**src/rtl/icache_direct_pkg.sv**
```systemverilog
// Shared definitions for the direct-mapped instruction cache: controller states,
// default geometry and bus word-addressing constants.
package icache_direct_pkg;

  localparam int ICD_SETS_DEF   = 16;
  localparam int ICD_WORDS_DEF  = 4;

  // Bus addresses are byte addresses of 32-bit words.
  localparam int ICD_WORD_BYTES = 4;
  localparam int ICD_BYTE_OFF_W = 2;

  typedef enum logic [1:0] {
    IDLE = 2'd0,
    FILL = 2'd1,
    RESP = 2'd2
  } icd_state_e;

endpackage

```
**src/rtl/icache_direct_array.sv**
```systemverilog
// Tag and data storage for the cache: one combinational read port, one write port.
// Kept separate so it can be swapped for an SRAM macro; contents are never reset.
module icache_direct_array #(
  parameter int DATA_W = 32,
  parameter int TAG_W  = 24,
  parameter int IDX_W  = 4,
  parameter int WSEL_W = 2
) (
  input  logic              clk,
  input  logic [IDX_W-1:0]  rd_idx_i,
  input  logic [WSEL_W-1:0] rd_word_i,
  output logic [DATA_W-1:0] rd_data_o,
  output logic [TAG_W-1:0]  rd_tag_o,
  input  logic              wr_data_en_i,
  input  logic              wr_tag_en_i,
  input  logic [IDX_W-1:0]  wr_idx_i,
  input  logic [WSEL_W-1:0] wr_word_i,
  input  logic [DATA_W-1:0] wr_data_i,
  input  logic [TAG_W-1:0]  wr_tag_i
);

  localparam int LINES = 1 << IDX_W;
  localparam int DEPTH = 1 << (IDX_W + WSEL_W);

  logic [DATA_W-1:0] data_mem [DEPTH];
  logic [TAG_W-1:0]  tag_mem  [LINES];

  always_ff @(posedge clk) begin
    if (wr_data_en_i) begin
      data_mem[{wr_idx_i, wr_word_i}] <= wr_data_i;
    end
    if (wr_tag_en_i) begin
      tag_mem[wr_idx_i] <= wr_tag_i;
    end
  end

  assign rd_data_o = data_mem[{rd_idx_i, rd_word_i}];
  assign rd_tag_o  = tag_mem[rd_idx_i];

endmodule

```
**src/rtl/icache_direct.sv**
```systemverilog
// Direct-mapped, read-only instruction cache with whole-line refill over a
// single-beat bus, fence.i invalidate-all, and hit/miss performance counters.
module icache_direct
  import icache_direct_pkg::*;
#(
  parameter int ADDR_W = 32,
  parameter int DATA_W = 32,
  parameter int SETS   = ICD_SETS_DEF,
  parameter int WORDS  = ICD_WORDS_DEF
) (
  input  logic              clk,
  input  logic              rst,
  input  logic [ADDR_W-1:0] ifu_araddr,
  input  logic              ifu_arvalid,
  input  logic              fence_i,
  output logic [DATA_W-1:0] ifu_rdata_o,
  output logic              ifu_rvalid_o,
  output logic [ADDR_W-1:0] bus_araddr_o,
  output logic              bus_arvalid_o,
  input  logic [DATA_W-1:0] bus_rdata,
  input  logic              bus_rvalid,
  output logic [31:0]       hit_cnt_o,
  output logic [31:0]       miss_cnt_o
);

  // SETS and WORDS are expected to be powers of two, at least 2.
  localparam int WSEL_W = $clog2(WORDS);
  localparam int IDX_W  = $clog2(SETS);
  localparam int OFF_W  = WSEL_W + ICD_BYTE_OFF_W;
  localparam int TAG_W  = ADDR_W - OFF_W - IDX_W;

  icd_state_e        state_q, state_d;
  logic [ADDR_W-1:0] addr_q, addr_d;
  logic [WSEL_W-1:0] beat_q, beat_d;
  logic              fenced_q, fenced_d;
  logic              dropped_q, dropped_d;
  logic [SETS-1:0]   valid_q, valid_d;
  logic [31:0]       hit_cnt_q, hit_cnt_d;
  logic [31:0]       miss_cnt_q, miss_cnt_d;

  logic [IDX_W-1:0]  req_idx, lat_idx, rd_idx;
  logic [TAG_W-1:0]  req_tag, lat_tag, rd_tag;
  logic [WSEL_W-1:0] lat_word;
  logic [DATA_W-1:0] rd_data;
  logic              lookup_hit;
  logic              last_beat;
  logic              wr_data_en, wr_tag_en, set_valid;
  logic              unused_addr_bits;

  assign req_idx  = ifu_araddr[OFF_W+IDX_W-1:OFF_W];
  assign req_tag  = ifu_araddr[ADDR_W-1:OFF_W+IDX_W];
  assign lat_idx  = addr_q[OFF_W+IDX_W-1:OFF_W];
  assign lat_tag  = addr_q[ADDR_W-1:OFF_W+IDX_W];
  assign lat_word = addr_q[OFF_W-1:ICD_BYTE_OFF_W];
  assign unused_addr_bits = ^{ifu_araddr[ICD_BYTE_OFF_W-1:0], ifu_araddr[OFF_W-1:ICD_BYTE_OFF_W],
                              addr_q[ICD_BYTE_OFF_W-1:0]};

  // The single read port looks up the incoming request in IDLE and serves the
  // latched address otherwise.
  assign rd_idx = (state_q == IDLE) ? req_idx : lat_idx;

  icache_direct_array #(
    .DATA_W (DATA_W),
    .TAG_W  (TAG_W),
    .IDX_W  (IDX_W),
    .WSEL_W (WSEL_W)
  ) u_array (
    .clk          (clk),
    .rd_idx_i     (rd_idx),
    .rd_word_i    (lat_word),
    .rd_data_o    (rd_data),
    .rd_tag_o     (rd_tag),
    .wr_data_en_i (wr_data_en),
    .wr_tag_en_i  (wr_tag_en),
    .wr_idx_i     (lat_idx),
    .wr_word_i    (beat_q),
    .wr_data_i    (bus_rdata),
    .wr_tag_i     (lat_tag)
  );

  // A fence arriving with the request wins: the lookup is forced to miss.
  assign lookup_hit = valid_q[req_idx] && (rd_tag == req_tag) && !fence_i;
  assign last_beat  = (beat_q == WSEL_W'(WORDS - 1));

  always_comb begin
    state_d    = state_q;
    addr_d     = addr_q;
    beat_d     = beat_q;
    fenced_d   = fenced_q;
    dropped_d  = dropped_q;
    hit_cnt_d  = hit_cnt_q;
    miss_cnt_d = miss_cnt_q;
    wr_data_en = 1'b0;
    wr_tag_en  = 1'b0;
    set_valid  = 1'b0;

    case (state_q)
      IDLE: begin
        if (ifu_arvalid) begin
          addr_d = ifu_araddr;
          if (lookup_hit) begin
            state_d   = RESP;
            hit_cnt_d = hit_cnt_q + 32'd1;
          end else begin
            state_d    = FILL;
            beat_d     = '0;
            fenced_d   = 1'b0;
            dropped_d  = 1'b0;
            miss_cnt_d = miss_cnt_q + 32'd1;
          end
        end
      end

      FILL: begin
        if (fence_i) begin
          fenced_d = 1'b1;
        end
        if (!ifu_arvalid) begin
          dropped_d = 1'b1;
        end
        if (bus_rvalid && !rst) begin
          wr_data_en = 1'b1;
          if (last_beat) begin
            // The line is committed only if no fence landed during its fill.
            wr_tag_en = 1'b1;
            set_valid = !(fenced_q || fence_i);
            beat_d    = '0;
            state_d   = (dropped_q || !ifu_arvalid) ? IDLE : RESP;
          end else begin
            beat_d = beat_q + WSEL_W'(1);
          end
        end
      end

      RESP: begin
        state_d = IDLE;
      end

      default: begin
        state_d = IDLE;
      end
    endcase
  end

  genvar gi;
  generate
    for (gi = 0; gi < SETS; gi++) begin : g_valid
      assign valid_d[gi] = !fence_i &&
                           (valid_q[gi] || (set_valid && (lat_idx == IDX_W'(gi))));
    end
  endgenerate

  always_ff @(posedge clk) begin
    if (rst) begin
      state_q    <= IDLE;
      addr_q     <= '0;
      beat_q     <= '0;
      fenced_q   <= 1'b0;
      dropped_q  <= 1'b0;
      valid_q    <= '0;
      hit_cnt_q  <= '0;
      miss_cnt_q <= '0;
    end else begin
      state_q    <= state_d;
      addr_q     <= addr_d;
      beat_q     <= beat_d;
      fenced_q   <= fenced_d;
      dropped_q  <= dropped_d;
      valid_q    <= valid_d;
      hit_cnt_q  <= hit_cnt_d;
      miss_cnt_q <= miss_cnt_d;
    end
  end

  // Outputs are gated by rst so they read zero in the reset cycle itself.
  assign ifu_rvalid_o  = (state_q == RESP) && !rst;
  assign ifu_rdata_o   = ifu_rvalid_o ? rd_data : '0;
  assign bus_arvalid_o = (state_q == FILL) && !rst;
  assign bus_araddr_o  = bus_arvalid_o ?
                         {addr_q[ADDR_W-1:OFF_W], beat_q, ICD_BYTE_OFF_W'(0)} : '0;
  assign hit_cnt_o     = rst ? 32'd0 : hit_cnt_q;
  assign miss_cnt_o    = rst ? 32'd0 : miss_cnt_q;

endmodule

```
**config.mk**
```make
export PLATFORM = sky130hd
export DESIGN_NAME = icache_direct
export DESIGN_NICKNAME = d
export VERILOG_FILES = /design/src/rtl/icache_direct_pkg.sv /design/src/rtl/icache_direct_array.sv /design/src/rtl/icache_direct.sv
export SDC_FILE = /design/constraint.sdc
export NUM_CORES = 2
export LEC_CHECK = 0
export ABC_CLOCK_PERIOD_IN_PS = 5050
export BUFFER_PORTS_ARGS = -buffer_cell sky130_fd_sc_hd__buf_2
export CAP_MARGIN = 20
export CORE_ASPECT_RATIO = 1.2
export CORE_MARGIN = 3
export CORE_UTILIZATION = 51
export DETAILED_ROUTE_END_ITERATION = 16
export PLACE_DENSITY = 0.67
export SYNTH_ARGS = -nofsm -noshare
export SYNTH_HDL_FRONTEND = slang
export SYNTH_SLANG_ARGS = --single-unit
```
**constraint.sdc**
```tcl
create_clock -name clk -period 5.05 [get_ports clk]
set_input_delay 0.505 -clock clk [delete_from_list [all_inputs] [get_ports clk]]
set_output_delay 0.505 -clock clk [all_outputs]
set_load 0.02 [all_outputs]
```
# ---- Word level (Yosys, flattened, before mapping)
# Memories as Yosys holds them, arrays and structs flattened.
# Index checks and enable logic that the tools add are counted.
dict set report word_totals {
  ram_bits 2432
  n_memories 2
  inputBits 69
  register_bits 118
}
dict set report classes {
  n_lt_le_gt_ge 1
  n_addsub 3
  bitwise 1
  n_reduce_logical 69
  mux 36
  eq_ne 25
}
# memory depth word_bits read_ports rd_ports_with_merged_regs wr line
set mem_list {}
lappend mem_list {u_array.data_mem 64 32 1 0 1 icache_direct_array.sv:25} ;# logic [DATA_W-1:0] data_mem [DEPTH];
lappend mem_list {u_array.tag_mem 16 24 1 0 1 icache_direct_array.sv:26} ;# logic [TAG_W-1:0] tag_mem [LINES];
# cell count
set op_table {}
lappend op_table {{32-bit two-way mux} 4}
lappend op_table {{32-bit by 1-bit adder with 32-bit output, second input constant} 2}
lappend op_table {{1-bit logical AND} 37}
lappend op_table {{4-bit == test, second input constant} 8}
lappend op_table {{24-bit == test} 1}
lappend op_table {{1-bit logical OR} 18}
lappend op_table {{2-bit two-way mux} 9}
lappend op_table {{1-bit two-way mux} 17}
lappend op_table {{4-bit by 3-bit == test with 1-bit output, second input constant} 4}
lappend op_table {{2-bit != test, second input constant} 6}
lappend op_table {{4-bit AND reduction} 3}
lappend op_table {{3-bit AND reduction} 3}
lappend op_table {{4-bit by 2-bit == test with 1-bit output, second input constant} 2}
lappend op_table {{2-bit case mux with 2 select lines} 2}
lappend op_table {{4-bit by 5-bit less-than comparator with 1-bit output, second input constant} 1}
lappend op_table {{1-bit binary-select mux with 4-bit select} 1}
lappend op_table {{2-bit == test, second input constant} 2}
lappend op_table {{4-bit by 1-bit == test with 1-bit output, second input constant} 1}
lappend op_table {{1-bit logical NOT} 4}
lappend op_table {{4-bit logical NOT} 1}
lappend op_table {{4-bit two-way mux} 1}
lappend op_table {{1-bit case mux with 2 select lines} 2}
lappend op_table {{2-bit by 1-bit adder with 2-bit output, second input constant} 1}
lappend op_table {{2-bit by 1-bit == test with 1-bit output, second input constant} 1}
lappend op_table {{4 further kinds} 4}

# ---- Depth between registers and ports, before layout
# An unclocked memory read counts as a cell.
dict set report logic_depth {
  depth_word 9
  depth_mapped 21
  depth_no_buf 11
}

# ---- Cells and area by module
# A second synthesis with hierarchy kept.
dict set report hier_totals {
  hier_cells 4647
  hier_area_um2 98991.2
}
# module cells_each area_each_um2 n_inst
set modules_own_cells {}
lappend modules_own_cells {icache_direct_array 3843 92698.9 1}
lappend modules_own_cells {icache_direct 804 6292.3 1}

# ---- Worst setup path before layout
# OpenSTA, ideal clock, no wires.
dict set report synth_timing {
  path_type {input to output}
  start {input port ifu_araddr[4]}
  end {output port ifu_rdata_o[0]}
  path_slack_ns 0.790
  cell_stages 14
  t_arrival_ns 3.755
  cell_sequence {buf_2 -> or3b_1 -> nand2_4 -> buf_6 -> buf_2 -> buf_2 -> clkbuf_1 -> clkbuf_1 -> clkbuf_1 -> clkbuf_1 -> nand2_1 -> a311oi_1 -> a311oi_1 -> nor3_1}
}
dict set report synth_between {
  elab_chain_len 3
}
# element line
set synth_lines {}
lappend synth_lines {{start: declaration} icache_direct.sv:13} ;# input logic [ADDR_W-1:0] ifu_araddr,
lappend synth_lines {{4-bit two-way mux} icache_direct.sv:60} ;# assign rd_idx = (state_q == IDLE) ? req_idx : lat_idx;
lappend synth_lines {{memory 64 x 32 bit} -}
lappend synth_lines {{32-bit two-way mux} icache_direct.sv:177} ;# assign ifu_rdata_o = ifu_rvalid_o ? rd_data : '0;
lappend synth_lines {{end: declaration} icache_direct.sv:16} ;# output logic [DATA_W-1:0] ifu_rdata_o,
# No other way between the ends.

# ---- Worst setup path in the final report
dict set report layout_timing {
  start {register addr_q[2]}
  end {output port ifu_rdata_o[7]}
}
dict set report layout_between {
  elab_chain_len 2
}
# element line
set layout_lines {}
lappend layout_lines {{start: declaration} icache_direct.sv:33} ;# logic [ADDR_W-1:0] addr_q, addr_d;
lappend layout_lines {{start signal: assignment} icache_direct.sv:165} ;# addr_q <= addr_d;
lappend layout_lines {{memory 64 x 32 bit} -}
lappend layout_lines {{32-bit two-way mux} icache_direct.sv:177}
# No other way between the ends.

==> results.json <==
{
  "final_util": 0.592,
  "grtUsageTotal": 0.265,
  "crit_arrival_ns": 4.44,
  "die-area_sq_um": 202000,
  "globalplace.congestion": 0.848,
  "die_height_microns": 491,
  "worstMarginPinSlew_ns": 1.16,
  "cts_tree": "yes",
  "fin_nets": 5985,
  "synthSimpleGateAreaFrac": 0.0654,
  "insertion_delay_ns": 0.89,
  "end_kind": "output pin",
  "synth_compound_area_frac": 0.0303,
  "vias": 55227,
  "hold_viol": 0,
  "ys_types": 72,
  "crit_type": "reg2out",
  "ys_warn_count": 0,
  "dpl-instance-area_sq_um": 106000,
  "clk_pin_slew_ns": 0.06,
  "muxShareOfSynthArea": 0.133,
  "top_layer": "met5",
  "row_count": 177,
  "required_ns": 4.55,
  "cts-root-buf": "clkbuf_16",
  "critPathLaunchType": "register",
  "synthAdderAreaFrac": 0.000375,
  "holdWs_ns": 0.0422,
  "grt_start_max_net_pins": 143,
  "clock_skew_ns": 0.0611,
  "critical_path.max_fanout": 68,
  "min_path_type": "in2reg",
  "cts_max_path_buffers": 3,
  "drcViolationCount": 0,
  "die_w_microns": 411,
  "grt_pass1_vias": 54835,
  "io_pins": 199,
  "slew_headroom": 0.227,
  "fin_crit_sh": 0.980,
  "grt_pass1_wl_microns": 386000,
  "p_per_area_nw_per_um2": 383,
  "grt_antenna_before_repair": 13,
  "ys.flop_type": "edfxtp_1",
  "pre_cts_ws_ns": -0.106,
  "fin_tns_setup_ns": 0,
  "wl_microns": 269000,
  "syn_area_sq_um": 100000,
  "instances_no_fill": 8716,
  "min_period_ns": 4.95,
  "drtIter0Drc": 6737,
  "reg2reg_slack_ns": 0.21,
  "synth_top_family_by_area": "multiplexers",
  "synth-edff-count": 2432,
  "area_delta_synth_final_pct": 14.9,
  "dr_wl_met2_microns": 132000,
  "vias_per_cell": 6.34,
  "synthCells": 5441,
  "grt.overflow.total": 0,
  "dr.pass1.iters": 5,
  "start_util": 0.515,
  "synth_xor_area_frac": 0.00420,
  "timing.final.ws_setup_ns": 0.102,
  "met3WireLength_microns": 23400,
  "met1_length_microns": 101000,
  "outcome": "complete, no violations",
  "stdcell_area_sq_um": 115000,
  "core_sq_um": 194000,
  "vdd_drop_max_uv": 455,
  "htree_num_levels": 4,
  "maxSlewViolCount": 0,
  "avgSynthCellArea_sq_um": 18.4,
  "dp_hpwl_microns": 152000,
  "synthArstFlopShare": 0,
  "io_buffer_count": 194,
  "fmax_mhz": 202,
  "seq_area_frac_synth": 0.752,
  "synth_seq_cells": 2548,
  "ant_nets": 0,
  "cts_sinks": 2548,
  "routedWlPerCell_microns": 30.9,
  "setup_viol": 0,
  "layout-drive-gt1-share": 0.258,
  "maxCapViolations": 0,
  "cts-buffers-inserted": 239,
  "leakagePower_nw": 36.6,
  "total_power_mw": 44.0,
  "dp_cells": 8204
}
-- cells in the mapped netlist (all sizes together) (66+ instances only) --
| master | instances | share of area |
|---|---|---|
| a21oi | 112 | 0.0056 |
| a311oi | 130 | 0.011 |
| and3 | 113 | 0.0071 |
| clkbuf | 293 | 0.011 |
| dfxtp | 116 | 0.023 |
| edfxtp | 2432 | 0.73 |
| mux4 | 558 | 0.13 |
| nand2 | 654 | 0.025 |
| nand3 | 189 | 0.0094 |
| nor2 | 169 | 0.0064 |
| nor2b | 71 | 0.0044 |
| o21ai | 66 | 0.0034 |
-- power breakdown --
part | leakage (nW) | internal, mW | switching (mW)
logic | 10.2 | 1.16 | 2.08
clock network | 3.72 | 9.80 | 7.76
registers | 22.7 | 23.2 | 0.0829
-- registers in the layout, indices dropped and copies added, names as in the netlist --
register,cells
addr_q,30
beat_q,2
dropped_q,1
fenced_q,1
hit_cnt_q,32
miss_cnt_q,32
state_q,2
u_array.data_mem,2048
u_array.tag_mem,384
valid_q,16
-- cells by family (layout without fill, tap and decap cells) --
| kind of cell | Yosys count | count (layout) |
|---|---|---|
| buf+inv | 361 | 1033 |
| other cells | 1 | 7 |
| mux | 630 | 630 |
| compound gates | 436 | 436 |
| simple gates | 1414 | 1416 |
| xor+xnor | 48 | 48 |
| fa+ha+maj | 3 | 3 |
| flops | 2548 | 2548 |
-- layout make-up --
cell class / instances / area [sq um]
Sequential cell: 2548 / 75400
Fill cell: 14210 / 79400
Multi-Input combinational cell: 2535 / 24100
Inverter: 7 / 26.3
Clock inverter: 141 / 1310
Clock buffer: 303 / 6340
Antenna cell: 5 / 12.5
Timing Repair Buffer: 582 / 4660
Tap cell: 2595 / 3250
-- layout by cell type, fill, tap and decap left out, types with 18 or more instances in the layout --
| cell | Yosys | routed |
|---|---|---|
| buf_12 | 0 | 38 |
| nor2_2 | 1 | 19 |
| nor2_4 | 0 | 66 |
| nor4_1 | 21 | 21 |
| dfxtp_1 | 116 | 114 |
| dlygate4sd3_1 | 0 | 44 |
| mux2i_1 | 46 | 44 |
| clkbuf_1 | 293 | 58 |
| buf_2 | 22 | 194 |
| clkinv_1 | 0 | 51 |
| nand4_1 | 23 | 23 |
| a211oi_1 | 29 | 29 |
| mux2_2 | 26 | 25 |
| and3_1 | 113 | 113 |
| edfxtp_1 | 2432 | 2432 |
| nor2_1 | 168 | 84 |
| clkbuf_16 | 0 | 245 |
| and2_1 | 39 | 39 |
| nand2_1 | 652 | 652 |
| nand3_1 | 189 | 189 |
| xor2_1 | 25 | 24 |
| nor2b_1 | 71 | 71 |
| bufinv_16 | 0 | 18 |
| nor3_1 | 63 | 63 |
| or3_1 | 26 | 25 |
| a311oi_1 | 130 | 117 |
| xnor2_1 | 23 | 23 |
| a21oi_1 | 111 | 111 |
| o21ai_0 | 63 | 63 |
| clkinv_2 | 0 | 47 |
| mux4_2 | 558 | 558 |
| buf_4 | 6 | 294 |
-- critical path, stage by stage (launching register included) --
cell      delay (ns)
dfxtp_4         0.61
buf_12          0.48
mux4_2          0.60
nand2_1         0.09
and3_1          0.14
a311oi_1        0.04
buf_4           0.22
a311oi_1        0.83
nor3_1          0.17
buf_2           0.22
-- timing repair --
action / in CTS / in global routing
gates resized for setup: 20 / 9
hold endpoints to repair: 29 / 65
cloned: 4 / 3
setup endpoints to repair: 32 / 21
pin swaps: 1 / 2
setup buffers: 2 / 2
hold buffers: 36 / 8
-- layer usage --
metal,GRT usage,vias to the layer above
met2,0.431,2933
met3,0.0446,484
met4,0.108,4
met5,0,-
li1,-,22862
met1,0.358,28944
-- worst paths after layout --
check                     start                        to  cells past startpoint
hold / removal    bus_rdata[14]  u_array.data_mem[34][14]                      1
hold reg to reg      valid_q[4]                valid_q[4]                      2
setup reg to reg     state_q[1]             hit_cnt_q[24]                     15
setup / recovery      addr_q[2]            ifu_rdata_o[7]                      9
(Power assumes the default switching activity.)
